`config.mk`:
```
export PLATFORM = sky130hd
export DESIGN_NAME = piso_serializer
export DESIGN_NICKNAME = d
export VERILOG_FILES = /design/src/rtl/piso_pkg.sv /design/src/rtl/piso_bit_counter.sv /design/src/rtl/piso_serializer.sv
export SDC_FILE = /design/constraint.sdc
export NUM_CORES = 1
export LEC_CHECK = 0
export ABC_AREA = 0
export CAP_MARGIN = 25
export CORE_AREA = 2 2 39 41
export DETAILED_ROUTE_END_ITERATION = 7
export DIE_AREA = 0 0 41 43
export PLACE_DENSITY = 0.62
export SYNTH_ARGS = -nofsm -noshare
export SYNTH_HDL_FRONTEND = slang
export SYNTH_SLANG_ARGS = --single-unit
```
`constraint.sdc`:
```
create_clock -name clock -period 3.8 [get_ports clock]
set_clock_uncertainty 0.05 [all_clocks]
set_input_delay 0.57 -clock clock [delete_from_list [all_inputs] [get_ports clock]]
set_output_delay 0.57 -clock clock [all_outputs]
set_load 0.02 [all_outputs]
```
`src/rtl/piso_pkg.sv`:
```
// Shared types and sizing helpers for the parallel-in, serial-out transmitter.
package piso_pkg;

    typedef enum logic {
        IDLE,
        SHIFT
    } state_t;

    localparam int DEFAULT_WIDTH = 4;

    // Bit-counter width: clog2 of the word width, never narrower than one bit.
    function automatic int count_width(input int width);
        return (width <= 2) ? 1 : $clog2(width);
    endfunction

endpackage

```
`src/rtl/piso_bit_counter.sv`:
```
// Bit-position counter for the serializer: sync load-to-zero, increment enable,
// terminal flag at WIDTH-1 (holds there until reloaded).
import piso_pkg::*;

module piso_bit_counter #(
    parameter int WIDTH = DEFAULT_WIDTH,
    parameter int CW    = count_width(WIDTH)
) (
    input  logic          clock,
    input  logic          clear,
    input  logic          load_zero,
    input  logic          enable,
    output logic [CW-1:0] count,
    output logic          terminal
);

    localparam logic [CW-1:0] LAST = CW'(WIDTH - 1);

    assign terminal = (count == LAST);

    always_ff @(posedge clock or posedge clear) begin
        if (clear) begin
            count <= '0;
        end else if (load_zero) begin
            count <= '0;
        end else if (enable && !terminal) begin
            count <= count + CW'(1);
        end
    end

endmodule

```
`src/rtl/piso_serializer.sv`:
```
// Parallel-in, serial-out transmitter: valid/ready word load, one bit per clock
// on ser_out with ser_valid, zero-gap reload on the last bit of a word.
import piso_pkg::*;

module piso_serializer #(
    parameter int WIDTH     = DEFAULT_WIDTH,
    parameter bit MSB_FIRST = 1'b1
) (
    input  logic             clock,
    input  logic             clear,
    input  logic [WIDTH-1:0] load_data,
    input  logic             load_valid,
    output logic             load_ready,
    output logic             ser_out,
    output logic             ser_valid,
    output logic             busy,
    output logic             done
);

    localparam int CW = count_width(WIDTH);
    localparam logic [CW-1:0] PENULT = CW'(WIDTH - 2);

    state_t           state;
    logic [WIDTH-1:0] shreg;
    logic [CW-1:0]    count;
    logic             terminal;
    logic             accept;
    logic             first_bit;
    logic             next_bit;
    logic [WIDTH-1:0] shifted;

    assign load_ready = (state == IDLE) || ((state == SHIFT) && terminal);
    assign accept     = load_valid && load_ready;

    piso_bit_counter #(
        .WIDTH (WIDTH),
        .CW    (CW)
    ) u_counter (
        .clock     (clock),
        .clear     (clear),
        .load_zero (accept),
        .enable    (state == SHIFT),
        .count     (count),
        .terminal  (terminal)
    );

    // shreg holds the word aligned so its head bit is the one currently on
    // ser_out; the output register is fed one position ahead of the shift.
    always_comb begin
        first_bit = '0;
        next_bit  = '0;
        shifted   = '0;
        if (MSB_FIRST) begin
            first_bit = load_data[WIDTH-1];
            next_bit  = shreg[WIDTH-2];
            shifted   = {shreg[WIDTH-2:0], 1'b0};
        end else begin
            first_bit = load_data[0];
            next_bit  = shreg[1];
            shifted   = {1'b0, shreg[WIDTH-1:1]};
        end
    end

    always_ff @(posedge clock or posedge clear) begin
        if (clear) begin
            state     <= IDLE;
            shreg     <= '0;
            ser_out   <= 1'b0;
            ser_valid <= 1'b0;
            busy      <= 1'b0;
            done      <= 1'b0;
        end else if (accept) begin
            state     <= SHIFT;
            shreg     <= load_data;
            ser_out   <= first_bit;
            ser_valid <= 1'b1;
            busy      <= 1'b1;
            done      <= 1'b0;
        end else begin
            case (state)
                SHIFT: begin
                    if (terminal) begin
                        state     <= IDLE;
                        shreg     <= '0;
                        ser_out   <= 1'b0;
                        ser_valid <= 1'b0;
                        busy      <= 1'b0;
                        done      <= 1'b0;
                    end else begin
                        shreg   <= shifted;
                        ser_out <= next_bit;
                        done    <= (count == PENULT);
                    end
                end
                default: begin
                    ser_out   <= 1'b0;
                    ser_valid <= 1'b0;
                    busy      <= 1'b0;
                    done      <= 1'b0;
                end
            endcase
        end
    end

endmodule

```
==> results.txt <==
DRC -> 0
Clock Tree Buf Depth -> 2
R2r setup slk -> 2430 ps
Number of routed nets with antenna violations -> 0
Initial DRT Pass Iterations -> 2
Post-CTS Resized -> 0
ANT cells -> 0
Outcome -> finished, final reports clean
Avg Cell Area, Syn -> 10.65 µm²
Clk slew on worst S/H paths -> 60 ps
Vias per cell -> 4.545
PnR worst setup slack -> 1439 ps
Share of cells above drive strength 1 -> 10.00%
Critical Path End -> load_ready
Place WS -> 1708 ps
H-tree depth -> 1
Largest net degree at the start of global routing -> 11
Power per cell area -> 796.8 nW/µm²
Syn nets -> 46
GP Congestion -> 0.7049
Hold Slack -> 428.2 ps
DIE WIDTH -> 41 µm
Initial antenna violation count -> 0
Commonest non-fill, non-tap cell in the layout -> clkdlybuf4s50_1
DRT Wirelength -> 666 µm
Height of the die -> 43 µm
Initial Utilization -> 28.48%
Port Buffers -> 11
Post-CTS setup buffers -> 0
Fmax -> 423.6 MHz
Routed vias -> 300
Top post-synthesis cells by area -> dfrtp_1 (57%), nand2_1 (7.6%), ha_1 (6.3%)
Setup crit start kind -> flop
Final hold vios -> 0
Fill cells -> 158
Synthesized area -> 394.1 µm²
Fin crit period -> 2361 ps
Worst slew pin tran -> 342.4 ps
Sequential area share after synthesis -> 57.14%
Crit path from -> u_counter.count[0]
DIE AREA -> 1763 µm²
MaxCap Viol Count -> 0
Crit Path Category -> reg -> out
Fin. max-slew vios -> 0
Cell variety after synth -> 17
Mapped Cells -> 37
Footprint of the multi-input gates -> 142.6 µm²
First-pass GRT wire length -> 1207 µm
Seq cells post-synth -> 9
Finished Layout Cells -> 66
Commonest non-fill, non-tap cells in the layout -> clkdlybuf4s50_1 (11), dfrtp_1 (9), nand2_1 (8)
Post-Place Cells -> 62
Per-cell routed wire length -> 10.09 µm
Final period util -> 62.12%
CTS root buf -> clkbuf_4
CTS tree -> built
Vias in the first global route -> 298
Worst IR Drop VDD -> 375.5 µV
Final-stage net count -> 60
Worst Path Arrival -> 1740 ps
TNS Setup -> 0 ps
Slew headroom -> 77.15%
R2R Path End -> shreg[0]
GRT Residual Overflow -> 0
Setup violations, final -> 0
Sequential cell area -> 225.2 µm²
Row count -> 14
Static Leak -> 0.2582 nW
Hold crit path type -> reg -> reg
Core area -> 1384 µm²
Area growth syn-to-layout -> 36.51%
Critical Path End Type -> output pin
Hold buffer count at cts -> 0
Clock Sinks -> 9
Top Ports -> 12
Setup repair after global routing missed its margin -> false
Synth area leader -> dfrtp_1
FF-to-FF Start -> u_counter.count[0]
Total Routing Usage GR -> 10.95%
Synth warn -> 0
Clock insertion delay at the later pin of the skew report -> 250 ps
TritonCTS Buffers -> 3
Post-synth top area share -> 57.14%
Worst reg2reg path depth -> 4
DRT iter0 DRCs -> 4
Critical path data required time -> 3180 ps
CP Max Fanout -> 10
report_power, final:
group,switching [W],internal [W]
combinational,0.000103,0.0000945
sequential,0.0000234,0.000137
clock,0.0000297,0.0000402
layer usage:
| metal | up-vias | wire length (µm) | part of all wire (%) | track usage [%] |
|---|---|---|---|---|
| met2 | 11 | 302 | 45 | 14.37 |
| met4 | 0 | 19 | 2.9 | 10.00 |
| met1 | 138 | 307 | 46 | 12.62 |
| met5 | - | 0 | 0 | 0 |
| li1 | 149 | - | - | - |
| met3 | 2 | 37 | 5.6 | 4.712 |
cell usage after synthesis:
library cell and count:
a21oi_1 1, a22oi_1 2, a32o_1 1, and2b_4 1
buf_2 1, buf_4 1, dfrtp_1 9, ha_1 2
inv_1 2, inv_4 1, mux2i_1 1, nand2_1 8
nand2b_1 1, nand3_1 3, nand3b_1 1, nor2_1 1
o21ai_1 1
worst min path at each step:
| stage | startpoint | endpoint | slack [ps] | cells after the start |
|---|---|---|---|---|
| 3_3_place_gp | shreg[2] | ser_out | 420 | 2 |
| 6_report | shreg[2] | ser_out | 430 | 2 |
| 4_1_cts | shreg[2] | ser_out | 440 | 2 |
| 3_5_place_dp | shreg[2] | ser_out | 420 | 2 |
| 2_1_floorplan | clear | busy | 350 | 1 |
| 5_1_grt | shreg[2] | ser_out | 480 | 2 |
cell type report:
class,count,area share [%]
flip-flops and latches,9,41.86
well taps,16,3.721
repair buffers,11,20.47
clock buffers,4,4.884
multi-input cells,23,26.51
inverters,3,2.558
state kept, by name (all words and copies together) (netlist names):
| name | cells |
|---|---|
| state | 1 |
| busy | 1 |
| done | 1 |
| shreg | 3 |
| u_counter.count | 2 |
| ser_out | 1 |
worst max-delay path: stages (launching register included):
cell	delay (ps)
dfrtp_1	400
ha_1	210
and2b_4	290
inv_4	70
clkdlybuf4s50_1	530
kinds of logic after synthesis:
logic type	count (synthesis)	share of synthesized area [%]
fa+ha+maj	2	6.348
simple gates	15	18.41
buf+inv	5	6.668
flops	9	57.14
mux	1	2.540
compound gates	5	8.885
through the flow:
stage / instance area [µm²] / total power, W / utilization, %
floorplan: 394.1 / 0.0002925 / -
global placement: 511.7 / 0.0003607 / 36.98
detailed placement: 511.7 / 0.0003640 / 36.98
CTS: 538.0 / 0.0004380 / 38.88
global route: 538.0 / 0.0004700 / 38.88
finish: 538.0 / 0.0004287 / 38.88
Power figures use the tool's default switching activity.
